File: config.mk
export PLATFORM = sky130hd
export DESIGN_NAME = cordic_iter_ctrl_flat
export DESIGN_NICKNAME = d
export VERILOG_FILES = /design/src/rtl/cordic_iter_ctrl_if.sv /design/src/rtl/cordic_iter_ctrl.sv /design/src/flat_wrapper.sv
export SDC_FILE = /design/constraint.sdc
export NUM_CORES = 1
export LEC_CHECK = 0
export CAP_MARGIN = 10
export CORE_MARGIN = 2
export CORE_UTILIZATION = 44
export DETAILED_ROUTE_END_ITERATION = 7
export GPL_ROUTABILITY_DRIVEN = 1
export PLACE_DENSITY = 0.69
export SYNTH_ARGS = -nofsm -noshare
export SYNTH_HDL_FRONTEND = slang
export SYNTH_SLANG_ARGS = --single-unit
File: constraint.sdc
create_clock -name clk -period 1.55 [get_ports clk]
set_clock_uncertainty 0.2 [all_clocks]
set_input_delay 0.2325 -clock clk [delete_from_list [all_inputs] [get_ports clk]]
set_output_delay 0.2325 -clock clk [all_outputs]
set_load 0.01 [all_outputs]
File: src/rtl/cordic_iter_ctrl_if.sv
// Handshake and LUT/datapath control bundle for the CORDIC iteration controller.
// master: the requester/datapath side; slave: the controller itself.
interface cordic_iter_ctrl_if;
  logic       start;
  logic       lut_en;
  logic [4:0] lut_addr;
  logic       load_operands;
  logic       iter_valid;
  logic [4:0] shift_amt;
  logic       busy;
  logic       done;

  modport master (
    output start,
    input  lut_en, lut_addr, load_operands, iter_valid, shift_amt, busy, done
  );

  modport slave (
    input  start,
    output lut_en, lut_addr, load_operands, iter_valid, shift_amt, busy, done
  );
endinterface

File: src/rtl/cordic_iter_ctrl.sv
// CORDIC iteration controller: sequences ITERATIONS arctan-LUT reads and
// presents each ROM word to the datapath one cycle later with its shift count.
// States IDLE -> RUN -> DRAIN -> DONE -> IDLE; every output is registered.
// Optional feature: define CORDIC_CTRL_ABORT_EN to add an 'abort' input that
// returns the controller to IDLE without a done pulse.
module cordic_iter_ctrl #(
  parameter int ITERATIONS = 32
) (
  input  logic clk,
  input  logic rst_n,
`ifdef CORDIC_CTRL_ABORT_EN
  input  logic abort,
`endif
  cordic_iter_ctrl_if.slave bus
);

  // Six-bit count so that ITERATIONS=32 can be represented without wrapping.
  localparam logic [5:0] LP_ITER = 6'(ITERATIONS);

  typedef enum logic [1:0] {S_IDLE, S_RUN, S_DRAIN, S_DONE} state_t;

  state_t     r_state, w_state_nxt;
  logic [5:0] r_cnt, w_cnt_nxt;

  logic       r_lut_en,     w_lut_en_nxt;
  logic [4:0] r_lut_addr,   w_lut_addr_nxt;
  logic       r_load,       w_load_nxt;
  logic       r_iter_valid, w_iter_valid_nxt;
  logic [4:0] r_shift,      w_shift_nxt;
  logic       r_busy,       w_busy_nxt;
  logic       r_done,       w_done_nxt;

  logic       w_abort;

`ifdef CORDIC_CTRL_ABORT_EN
  assign w_abort = abort;
`else
  assign w_abort = 1'b0;
`endif

  // State, counter and registered outputs; reset clears everything at once.
  always_ff @(posedge clk or negedge rst_n) begin
    if (!rst_n) begin
      r_state      <= S_IDLE;
      r_cnt        <= 6'd0;
      r_lut_en     <= 1'b0;
      r_lut_addr   <= 5'd0;
      r_load       <= 1'b0;
      r_iter_valid <= 1'b0;
      r_shift      <= 5'd0;
      r_busy       <= 1'b0;
      r_done       <= 1'b0;
    end else begin
      r_state      <= w_state_nxt;
      r_cnt        <= w_cnt_nxt;
      r_lut_en     <= w_lut_en_nxt;
      r_lut_addr   <= w_lut_addr_nxt;
      r_load       <= w_load_nxt;
      r_iter_valid <= w_iter_valid_nxt;
      r_shift      <= w_shift_nxt;
      r_busy       <= w_busy_nxt;
      r_done       <= w_done_nxt;
    end
  end

  // Next-state and next-output decode. The ROM has one cycle of read latency,
  // so iter_valid/shift_amt simply follow last cycle's lut_en/lut_addr.
  always_comb begin
    w_state_nxt      = r_state;
    w_cnt_nxt        = r_cnt;
    w_lut_en_nxt     = 1'b0;
    w_lut_addr_nxt   = 5'd0;
    w_load_nxt       = 1'b0;
    w_iter_valid_nxt = r_lut_en;
    w_shift_nxt      = r_lut_en ? r_lut_addr : 5'd0;
    w_busy_nxt       = 1'b0;
    w_done_nxt       = 1'b0;

    case (r_state)
      S_IDLE: begin
        w_cnt_nxt = 6'd0;
        if (bus.start && !w_abort) begin
          // Address 0 is issued together with the operand load.
          w_state_nxt    = S_RUN;
          w_cnt_nxt      = 6'd1;
          w_lut_en_nxt   = 1'b1;
          w_lut_addr_nxt = 5'd0;
          w_load_nxt     = 1'b1;
          w_busy_nxt     = 1'b1;
        end
      end
      S_RUN: begin
        w_busy_nxt = 1'b1;
        if (r_cnt >= LP_ITER) begin
          // Last address already issued; wait for its ROM word.
          w_state_nxt = S_DRAIN;
          w_cnt_nxt   = 6'd0;
        end else begin
          w_lut_en_nxt   = 1'b1;
          w_lut_addr_nxt = r_cnt[4:0];
          w_cnt_nxt      = r_cnt + 6'd1;
        end
      end
      S_DRAIN: begin
        w_state_nxt = S_DONE;
        w_busy_nxt  = 1'b1;
        w_done_nxt  = 1'b1;
      end
      S_DONE: begin
        w_state_nxt = S_IDLE;
      end
      default: begin
        w_state_nxt = S_IDLE;
        w_cnt_nxt   = 6'd0;
      end
    endcase

    // Abort wins over everything outside IDLE: drop the operation silently.
    if (w_abort && (r_state != S_IDLE)) begin
      w_state_nxt      = S_IDLE;
      w_cnt_nxt        = 6'd0;
      w_lut_en_nxt     = 1'b0;
      w_lut_addr_nxt   = 5'd0;
      w_load_nxt       = 1'b0;
      w_iter_valid_nxt = 1'b0;
      w_shift_nxt      = 5'd0;
      w_busy_nxt       = 1'b0;
      w_done_nxt       = 1'b0;
    end
  end

  assign bus.lut_en        = r_lut_en;
  assign bus.lut_addr      = r_lut_addr;
  assign bus.load_operands = r_load;
  assign bus.iter_valid    = r_iter_valid;
  assign bus.shift_amt     = r_shift;
  assign bus.busy          = r_busy;
  assign bus.done          = r_done;

endmodule

File: src/flat_wrapper.sv
// flat-port wrapper written by rule: the top's interface ports become plain ports
module cordic_iter_ctrl_flat 
#(
  parameter int ITERATIONS = 32
)
  (clk, rst_n, bus_start, bus_lut_en, bus_lut_addr, bus_load_operands, bus_iter_valid, bus_shift_amt, bus_busy, bus_done);
  cordic_iter_ctrl_if bus_i ();
  input  logic clk;
  input  logic rst_n;
  input wire logic [$bits(bus_i.start)-1:0] bus_start;
  output wire logic [$bits(bus_i.lut_en)-1:0] bus_lut_en;
  output wire logic [$bits(bus_i.lut_addr)-1:0] bus_lut_addr;
  output wire logic [$bits(bus_i.load_operands)-1:0] bus_load_operands;
  output wire logic [$bits(bus_i.iter_valid)-1:0] bus_iter_valid;
  output wire logic [$bits(bus_i.shift_amt)-1:0] bus_shift_amt;
  output wire logic [$bits(bus_i.busy)-1:0] bus_busy;
  output wire logic [$bits(bus_i.done)-1:0] bus_done;
  assign bus_i.start = bus_start;
  assign bus_lut_en = bus_i.lut_en;
  assign bus_lut_addr = bus_i.lut_addr;
  assign bus_load_operands = bus_i.load_operands;
  assign bus_iter_valid = bus_i.iter_valid;
  assign bus_shift_amt = bus_i.shift_amt;
  assign bus_busy = bus_i.busy;
  assign bus_done = bus_i.done;
  cordic_iter_ctrl #(.ITERATIONS(ITERATIONS)) u_core (.clk(clk), .rst_n(rst_n), .bus(bus_i));
endmodule
==> results of run 1 <==
[critical path, delay by kind of cell, from the launching register on]
| kind | cells | cell delay (ps) |
|---|---|---|
| buffers and inverters | 2 | 240 |
| DFF | 1 | 410 |
| and+or+nand+nor | 1 | 50 |
| adders and majority gates | 1 | 180 |
| AOI/OAI and AO/OA | 1 | 330 |
[layout make-up]
cell class | count | area share, %
repair buffers | 28 | 18.6
clock inverters | 1 | 0.397
multi-input cells | 43 | 29.3
inverters | 5 | 1.49
clock buffers | 3 | 1.79
well taps | 27 | 2.68
flip-flops and latches | 23 | 45.8
[synthesized netlist by cell type (2+ instances only)]
master   count
dfrtp_1     23
ha_1         7
nor2_1       7
and2_1       6
inv_1        5
a21oi_1      2
and2_4       2
o21ai_0      2
[routing by layer]
metal	GRT usage [%]	vias up
met2	24.1	32
met1	14.8	305
li1	-	299
met3	3.64	4
met5	0	-
met4	6.02	0
[how the worst min path moves through the flow]
| stage | start | end | slack, ps | cells after the start |
|---|---|---|---|---|
| 2_1_floorplan | rst_n | u_core.bus.busy$_DFF_PN0_ | -260 | 0 |
| 3_3_place_gp | u_core.bus.lut_addr[1]$_DFF_PN0_ | u_core.bus.shift_amt[1]$_DFF_PN0_ | 260 | 1 |
| 3_5_place_dp | u_core.bus.lut_addr[4]$_DFF_PN0_ | u_core.bus.shift_amt[4]$_DFF_PN0_ | 270 | 1 |
| 4_1_cts | rst_n | u_core.bus.shift_amt[0]$_DFF_PN0_ | 70 | 2 |
| 5_1_grt | rst_n | u_core.bus.shift_amt[0]$_DFF_PN0_ | 100 | 2 |
| 6_report | rst_n | u_core.r_cnt[1]$_DFFE_PN0P_ | 70 | 2 |
[registers in the layout, summed over array words and instances, names as in the netlist, 2 cells and up]
register,cells
u_core.bus.lut_addr,5
u_core.bus.shift_amt,5
u_core.r_cnt,6
u_core.r_state,2
[cells by family after synthesis]
logic type | Yosys count | synth area share (%)
AOI/OAI and AO/OA | 10 | 8.82
adders and majority gates | 7 | 9.36
buffers and inverters | 5 | 2.01
DFF | 23 | 61.5
muxes | 2 | 2.27
and+or+nand+nor | 24 | 16.0
[placed cells by master (no fill, tap or decap), drive strengths merged]
cell / instances
a21oi: 2
a221o: 1
a22o: 1
a32o: 1
and2: 9
and3: 1
buf: 11
clkbuf: 3
clkdlybuf4s50: 2
clkinv: 1
dfrtp: 23
dlygate4sd2: 15
ha: 7
inv: 5
mux2: 1
mux2i: 1
nand2: 1
nand2b: 2
nand3: 1
nor2: 7
nor2b: 1
nor3: 1
nor3b: 1
o21a: 1
o21ai: 2
o221a: 1
o22ai: 1
[timing repair]
action,4_1_cts,5_1_grt
endpoints found under the hold margin,0,0
pin swaps,2,3
setup buffers,2,2
setup endpoints to repair,19,3
gates resized for setup,19,4
[power groups by stage]
stage                     clock network [uW]  logic [uW]  registers [uW]
after detailed placement                   0         898             844
after CTS                                277         911             833
after floorplan                            0         448             885
after global placement                     0         883             838
after global routing                     306        1090             863
final                                    267         993             843
[per-stage QoR]
step	power [uW]	std cells	instance area, sq um	hold slack (ps)
finish	2100	130	1260	71.7
global route	2260	130	1260	99.0
CTS	2020	128	1230	68.8
detailed placement	1740	122	1190	271
global placement	1720	122	1190	263
floorplan	1330	71	938	-263
==> run_results.csv, run 1 <==
group,metric,value,unit
outcome,status,"completed",
timing,hold_violations,0,
placed_design,port_buffers,17,
worst_setup_path,startpoint_type,"register",
pwr,clock_power_share,12.7,%
routing,detailroute.via_count,640,
timing,period_minus_slack,1520,ps
timing,layout_worst_path_cycle_share,97.9,%
floorplan,initial_core_util,47.2,%
worst_setup_path,crit_type,"register to register",
routing,drt-wirelength-per-cell,11.8,um
routing,via_per_inst,4.92,
yosys,ys_ff_latch,23,
yosys,synth_edf_count,0,
worst_setup_path,crit_path_top_delay_cell,"dfrtp_1",
worst_setup_path,critPathMaxFanout,5,
yosys,synth_top_cell_area_share,61.5,%
worst_setup_path,r2r_end,"u_core.r_cnt[4]$_DFFE_PN0P_",
final_layout,drive_gt1_share,30.1,%
worst_setup_path,startpoint,"u_core.r_state[1]$_DFFE_PN0P_",
placed_design,dp_hpwl,1.08,mm
yosys,synthCells,71,
routing,m1WireLength,641,um
yosys,netlist_area,936,sq um
clocking,cts.hold.buffers_added,0,
final_layout,register_area,577,sq um
timing,setup_viol,0,
floorplan,ioPinCount,18,
pwr,internal_power,1380,uW
yosys,postSynthAreaPerCell,13.2,sq um
final_layout,antenna_cells,0,
final_layout,multi_input_area,369,sq um
final_layout,fin_nets,114,
timing,layout_setup_ws,32.4,ps
worst_setup_path,rr_worst_depth,5,
routing,drt_pass1_iterations,4,
clocking,clkSinkCount,23,
routing,wl_met3,108,um
worst_setup_path,slowest_delay,410,ps
routing,dr_wl_met2,760,um
routing,drt_iter0_markers,22,
worst_setup_path,worstPathRequired,1550,ps
timing,fmax,659,MHz
timing,slew_headroom,81.1,%
pwr,pwr-share-seq,40.1,%
clocking,cts_tree,"built",
timing,slew_violations,0,
job,drv_cap,0,
clocking,cts_max_path_buffers,2,
yosys,async_reset_ff_share,100,%
worst_setup_path,rr_startpoint,"u_core.r_state[1]$_DFFE_PN0P_",
worst_setup_path,worstPathCellList,"inv_2 -> ha_4 -> buf_4 -> nor2_2 -> a221o_1",
global_routing,grt_pass1_vias,635,
routing,drcViolationCount,0,
routing,routed_wl,1.53,mm
global_routing,grt_pass1_wl,2.56,mm
clocking,cts_made_buffers,3,
worst_setup_path,crit_path_end_kind,"register",
hold_path,hp-class,"input port to asynchronous set/reset pin",
worst_setup_path,critical_path.endpoint,"u_core.r_cnt[4]$_DFFE_PN0P_",
yosys,synth_ff_type,"dfrtp_1",
yosys,synthesis.nets,81,
pwr,power_switching,720,uW
floorplan,die_h,50.1,um
final_layout,nFillCells,156,
pwr,cellPowerDensity,1670,nW/um^2
floorplan,rows,16,
placed_design,routabilityCongestion,0.928,
clocking,clk_pin_slew,120,ps
global_routing,grt_max_degree,24,
routing,drtAntennaViolNets,0,
global_routing,grt-ovfl-total,0,
yosys,yosysUniqueCellTypes,25,
clocking,htreeDepth,1,
timing,tightest_slew,283,ps
worst_setup_path,ff2ff_setup_slack,30,ps
clocking,clockRootBuffer,"clkbuf_4",
clocking,clk_latency,300,ps
global_routing,grt_use_total,13.5,%
timing,tns,0,ps
final_layout,final_util,63.6,%
routing,routed.top_layer,"met4",
yosys,yosys-top-cells-area,"dfrtp_1, ha_1, and2_1",
floorplan,core,1980,sq um
final_layout,syn_to_final_growth,34.6,%
pwr,leakage,0.000671,uW
worst_setup_path,crit_arrival,1520,ps
yosys,ys_seq_area_share,61.5,%
floorplan,dieWidth,50.1,um
pwr,switching_share,34.2,%
pwr,vdd_drop_max,1.43,mV
global_routing,antenna_found_initial,0,
placed_design,place_ws,-32.5,ps
pwr,p_comb_share,47.2,%
floorplan,fp.dieArea,2510,sq um
yosys,yosys_warnings,0,
yosys,synth_top_area_cell,"dfrtp_1",
No activity file was read; power rests on OpenSTA's default activity.
==> inputs of run 2 (changes only) <==
==> constraint.sdc (replaced) <==
create_clock -name clk -period 1.55 [get_ports clk]
set_clock_uncertainty 0.2 [all_clocks]
set_input_delay 0.2325 -clock clk [delete_from_list [all_inputs] [get_ports clk]]
set_output_delay 0.2325 -clock clk [all_outputs]
set_load 0.05 [all_outputs]
==> run 2 against run 1 <==
Global-route usage grew 1.6 points. Power grew 20%. Core utilization grew 6.4 points. Sequential cell count is the same. Critical path depth shrank 1. Sequential power grew 7.4%. Via count shrank 2.7%. Maximum frequency shrank 0.74%. Die area is the same. Worst hold slack lost 5.6 ps. Critical path type unchanged. Highest routed layer unchanged.
==> run_results.csv, run 2 (synthesized netlist as in run 1, its figures left out) <==
group,metric,value,unit
worst_setup_path,crit_path_top_delay_cell,"dfrtp_2",
hold_path,hp-class,"input port to asynchronous set/reset pin",
placed_design,routabilityCongestion,0.889,
pwr,cellPowerDensity,1820,nW/um^2
routing,drt-wirelength-per-cell,12.6,um
worst_setup_path,worstPathRequired,1550,ps
final_layout,design_area,1390,sq um
floorplan,fp.dieArea,2510,sq um
routing,routed_wl,1.57,mm
final_layout,largest_reg_flops,6,
worst_setup_path,r2r_end,"u_core.r_cnt[4]$_DFFE_PN0P_",
floorplan,die_h,50.1,um
worst_setup_path,ff2ff_setup_slack,20,ps
timing,slew_violations,0,
clocking,clockRootBuffer,"clkbuf_4",
clocking,clk_latency,310,ps
final_layout,layout_common_cells,"dfrtp_1, buf_12, nor2_1",
routing,detailroute.via_count,623,
clocking,clkSinkCount,23,
global_routing,grt_max_degree,24,
floorplan,initial_core_util,47.2,%
worst_setup_path,startpoint,"u_core.r_state[0]$_DFFE_PN0P_",
floorplan,core,1980,sq um
timing,tns,0,ps
worst_setup_path,rr_worst_depth,4,
clocking,clk_pin_slew,110,ps
routing,via_per_inst,4.98,
final_layout,antenna_cells,0,
routing,drt_iter0_markers,10,
pwr,vdd_drop_max,1.50,mV
timing,rsz0062_at_grt,"true",
final_layout,final_util,70.0,%
routing,drtAntennaViolNets,0,
floorplan,dieWidth,50.1,um
placed_design,dp_hpwl,1.13,mm
clocking,cts_made_buffers,3,
worst_setup_path,critPathMaxFanout,6,
global_routing,grt-ovfl-total,0,
final_layout,largest-register,"u_core.r_cnt",
final_layout,drive_gt1_share,39.8,%
worst_setup_path,crit_arrival,1530,ps
timing,period_minus_slack,1530,ps
clocking,cts_max_path_buffers,2,
worst_setup_path,worstPathCellList,"ha_4 -> nor2b_4 -> and2_4 -> a221o_1",
timing,layout_worst_path_cycle_share,98.6,%
worst_setup_path,slowest_delay,460,ps
placed_design,port_buffers,17,
final_layout,fin_nets,109,
job,drv_cap,0,
worst_setup_path,crit_path_end_kind,"register",
floorplan,rows,16,
global_routing,grt_pass1_wl,2.80,mm
final_layout,final_common_cell,"dfrtp_1",
outcome,status,"completed",
worst_setup_path,crit_type,"register to register",
timing,setup_viol,0,
worst_setup_path,startpoint_type,"register",
pwr,leakage,0.000657,uW
worst_setup_path,critPathTopFamily,"flip-flops",
clocking,cts_tree,"built",
final_layout,syn_to_final_growth,48.3,%
worst_setup_path,critPathBufInv,0,
timing,hold_violations,0,
global_routing,antenna_found_initial,0,
timing,tightest_slew,284,ps
placed_design,place_area,1320,sq um
global_routing,grt_pass1_vias,619,
clocking,htreeDepth,1,
timing,fmax,654,MHz
timing,slew_headroom,81.1,%
routing,drcViolationCount,0,
global_routing,grt_use_total,15.1,%
worst_setup_path,rr_startpoint,"u_core.r_state[0]$_DFFE_PN0P_",
routing,drt_pass1_iterations,4,
floorplan,ioPinCount,18,
==> run 2: changes by cell type in the layout (fill, tap and decap cells not counted), sizes merged <==
cell         previous run  this run
buf                    11        21
clkbuf                  3         4
clkinv                  1         0
dlygate4sd2            15         0
==> run 2: routing by layer <==
metal | track usage [%] | part of all wire (%) | up-vias
li1 | - | - | 288
met1 | 17.9 | 38 | 303
met2 | 23.7 | 51 | 28
met3 | 3.94 | 7.5 | 4
met4 | 10.6 | 3.1 | 0
met5 | 0 | 0 | -
==> run 2: worst register-to-register path, stage by stage, from the launching register on <==
cell     delay (ps)
dfrtp_2         460
ha_4            200
nor2b_4         150
and2_4          140
a221o_1         280
==> run 2: final cells by class <==
class / instances / area (sq um)
clock buffers: 4 / 26.3
fillers: 138 / 594
inverters: 5 / 18.8
multi-input cells: 43 / 367
flip-flops and latches: 23 / 577
well taps: 27 / 33.8
repair buffers: 23 / 365
==> run 2: worst max-delay path by stage <==
| stage | to | slack, ps | cells after the start |
|---|---|---|---|
| 6_report | u_core.r_cnt[4]$_DFFE_PN0P_ | 20 | 4 |
| 2_1_floorplan | u_core.r_cnt[4]$_DFFE_PN0P_ | -8 | 5 |
| 3_5_place_dp | u_core.r_cnt[4]$_DFFE_PN0P_ | -40 | 4 |
| 5_1_grt | u_core.r_cnt[4]$_DFFE_PN0P_ | -10 | 4 |
| 3_3_place_gp | u_core.r_cnt[4]$_DFFE_PN0P_ | -10 | 4 |
| 4_1_cts | u_core.r_state[1]$_DFFE_PN0P_ | -20 | 5 |
==> run 2: repair_timing <==
action | CTS | global route
hold buffers | 0 | 0
resized for setup | 4 | 3
setup buffers | 0 | 2
cloned | 0 | 0
hold endpoints to repair | 0 | 0
setup endpoints to repair | 3 | 4
pin swaps | 3 | 4
==> run 2: power breakdown <==
| part | total [uW] | internal [uW] | leakage [uW] | switching (uW) |
|---|---|---|---|---|
| Combinational | 1360 | 682 | 0.000337 | 679 |
| Sequential | 905 | 752 | 0.000305 | 153 |
| Clock | 264 | 101 | 0.0000150 | 164 |
| Total | 2530 | 1530 | 0.000657 | 996 |
==> run 2: stage by stage <==
stage | power, uW | hold slack, ps | setup WS [ps] | cells
5_1_grt | 2690 | 101 | -12.8 | 125
4_1_cts | 2500 | 66.6 | -16.0 | 123
3_5_place_dp | 2160 | 325 | -43.5 | 119
3_3_place_gp | 2120 | 318 | -12.9 | 119
6_report | 2530 | 66.1 | 21.1 | 125
2_1_floorplan | 1580 | -263 | -7.56 | 71
==> inputs of run 3 (changes only) <==
--- a/config.mk
+++ b/config.mk
@@ -7,10 +7,10 @@
 export LEC_CHECK = 0
 export CAP_MARGIN = 10
 export CORE_MARGIN = 2
-export CORE_UTILIZATION = 44
+export CORE_UTILIZATION = 49
 export DETAILED_ROUTE_END_ITERATION = 7
 export GPL_ROUTABILITY_DRIVEN = 1
-export PLACE_DENSITY = 0.69
+export PLACE_DENSITY = 0.73
 export SYNTH_ARGS = -nofsm -noshare
 export SYNTH_HDL_FRONTEND = slang
 export SYNTH_SLANG_ARGS = --single-unit
==> constraint.sdc (replaced) <==
create_clock -name clk -period 1.75 [get_ports clk]
set_clock_uncertainty 0.2 [all_clocks]
set_input_delay 0.2625 -clock clk [delete_from_list [all_inputs] [get_ports clk]]
set_output_delay 0.2625 -clock clk [all_outputs]
set_load 0.05 [all_outputs]
==> run 3 against run 2 <==
Setup slack improved by 70 ps. Sequential power fell by 17%. Die area fell by 9.4%. Power fell by 24%. First-iteration DRC count rose by 50%. Maximum frequency fell by 7.8%. Sequential share of layout area rose by 8.3 points. Critical path depth did not move. Wire length fell by 3.2%. Clock power fell by 8.0%. Critical endpoint unchanged.
==> run_results.csv, run 3 (synthesized netlist as in run 1, its figures left out) <==
group,metric,value,unit
final_layout,multi_input_area,342,sq um
floorplan,fp.dieArea,2280,sq um
clocking,cts_resized,0,
worst_setup_path,startpoint_type,"register",
pwr,switching_share,42.4,%
worst_setup_path,crit_arrival,1670,ps
routing,routed.top_layer,"met4",
worst_setup_path,crit_path_top_delay_cell,"dfrtp_1",
routing,detailroute.via_count,589,
routing,m1WireLength,673,um
pwr,leakage,0.000601,uW
timing,layout_worst_path_cycle_share,94.8,%
floorplan,rows,15,
pwr,vdd_drop_max,0.938,mV
worst_setup_path,worstPathCellList,"ha_1 -> nor2b_4 -> and2_4 -> a221o_1",
final_layout,final_common_cell,"dfrtp_1",
timing,layout_setup_ws,91.4,ps
global_routing,grt_use_total,16.3,%
clocking,clk_pin_slew,130,ps
final_layout,layout_common_cells,"dfrtp_1, buf_4, nor2_1, ha_1, and2_1",
final_layout,nFillCells,149,
global_routing,grt-ovfl-total,0,
worst_setup_path,crit_path_end_kind,"register",
clocking,cts_tree,"built",
routing,via_per_inst,4.95,
timing,tns,0,ps
timing,rsz0062_at_grt,"false",
final_layout,syn_to_final_growth,23.4,%
final_layout,design_area,1150,sq um
clocking,htreeDepth,1,
placed_design,place_area,1120,sq um
timing,period_minus_slack,1660,ps
worst_setup_path,critPathTopFamily,"flip-flops",
final_layout,antenna_cells,0,
floorplan,initial_core_util,53.0,%
placed_design,port_buffers,17,
timing,slew_headroom,79.5,%
pwr,clock_power_share,12.7,%
timing,setup_viol,0,
clocking,clkSinkCount,23,
routing,routed_wl,1.52,mm
timing,hold_violations,0,
routing,drt_iter0_markers,15,
worst_setup_path,critPathBufInv,0,
routing,drt-wirelength-per-cell,12.8,um
timing,fmax,603,MHz
global_routing,grt_pass1_wl,2.50,mm
clocking,clk_latency,310,ps
worst_setup_path,slowest_delay,420,ps
routing,drt_pass1_iterations,4,
hold_path,hp-class,"input port to asynchronous set/reset pin",
global_routing,antenna_found_initial,0,
final_layout,largest-register,"u_core.r_cnt",
timing,tightest_slew,306,ps
placed_design,place_ws,27.2,ps
floorplan,ioPinCount,18,
routing,wl_met3,87,um
pwr,pwr-share-seq,39.2,%
clocking,cts_max_path_buffers,2,
placed_design,routabilityCongestion,0.872,
worst_setup_path,critPathMaxFanout,6,
final_layout,drive_gt1_share,31.9,%
pwr,internal_power,1100,uW
worst_setup_path,crit_type,"register to register",
routing,drtAntennaViolNets,0,
placed_design,dp_hpwl,1.07,mm
floorplan,die_h,47.7,um
pwr,p_comb_share,48.1,%
floorplan,core,1760,sq um
timing,slew_violations,0,
global_routing,grt_max_degree,24,
job,drv_cap,0,
global_routing,grt_pass1_vias,535,
final_layout,register_area,576,sq um
final_layout,largest_reg_flops,6,
outcome,status,"completed",
clocking,clockRootBuffer,"clkbuf_4",
routing,drcViolationCount,0,
worst_setup_path,worstPathRequired,1760,ps
floorplan,dieWidth,47.7,um
pwr,power_switching,813,uW
pwr,cellPowerDensity,1660,nW/um^2
final_layout,fin_nets,105,
routing,dr_wl_met2,731,um
clocking,cts_made_buffers,3,
[run 3: worst paths after layout]
check	start	end	slack (ps)	cells past startpoint
worst min register to register	u_core.bus.lut_addr[1]$_DFF_PN0_	u_core.bus.shift_amt[1]$_DFF_PN0_	300	1
min in group clk	u_core.bus.lut_addr[1]$_DFF_PN0_	u_core.bus.shift_amt[1]$_DFF_PN0_	300	1
worst max register to register	u_core.r_state[0]$_DFFE_PN0P_	u_core.r_cnt[4]$_DFFE_PN0P_	90	4
max in group asynchronous	rst_n	u_core.bus.busy$_DFF_PN0_	1020	2
worst min-delay path	rst_n	u_core.bus.shift_amt[1]$_DFF_PN0_	100	2
worst max-delay path	u_core.r_state[0]$_DFFE_PN0P_	u_core.r_cnt[4]$_DFFE_PN0P_	90	4
[run 3: area by class of cell]
type / count / area share (%)
inverters: 5 / 1.63
multi-input cells: 43 / 29.6
clock inverters: 1 / 0.433
flip-flops and latches: 23 / 49.8
repair buffers: 19 / 13.9
clock buffers: 3 / 1.95
well taps: 25 / 2.71
[run 3: power by group through the flow]
stage               Clock [uW]  Sequential [uW]  Combinational [uW]
floorplan                    0             1000                 393
global placement             0              765                 879
detailed placement           0              772                 898
CTS                        249              760                 900
global route               278              772                 996
finish                     243              751                 922
[run 3: layer usage]
| metal | track usage (%) | vias up |
|---|---|---|
| li1 | - | 282 |
| met1 | 21.7 | 282 |
| met2 | 24.5 | 21 |
| met3 | 3.40 | 4 |
| met4 | 9.73 | 0 |
| met5 | 0 | - |
[run 3: repair_timing]
action | CTS | global route
setup buffers | 0 | 1
hold buffers | 0 | 0
setup endpoints to repair | 0 | 2
[run 3: metrics by stage]
stage	hold slack [ps]	cells	power (uW)	utilization [%]
6_report	96.0	119	1920	65.5
5_1_grt	113	119	2050	65.5
4_1_cts	99.7	118	1910	65.0
3_5_place_dp	270	114	1670	63.5
3_3_place_gp	265	114	1640	63.5
2_1_floorplan	-233	71	1390	-
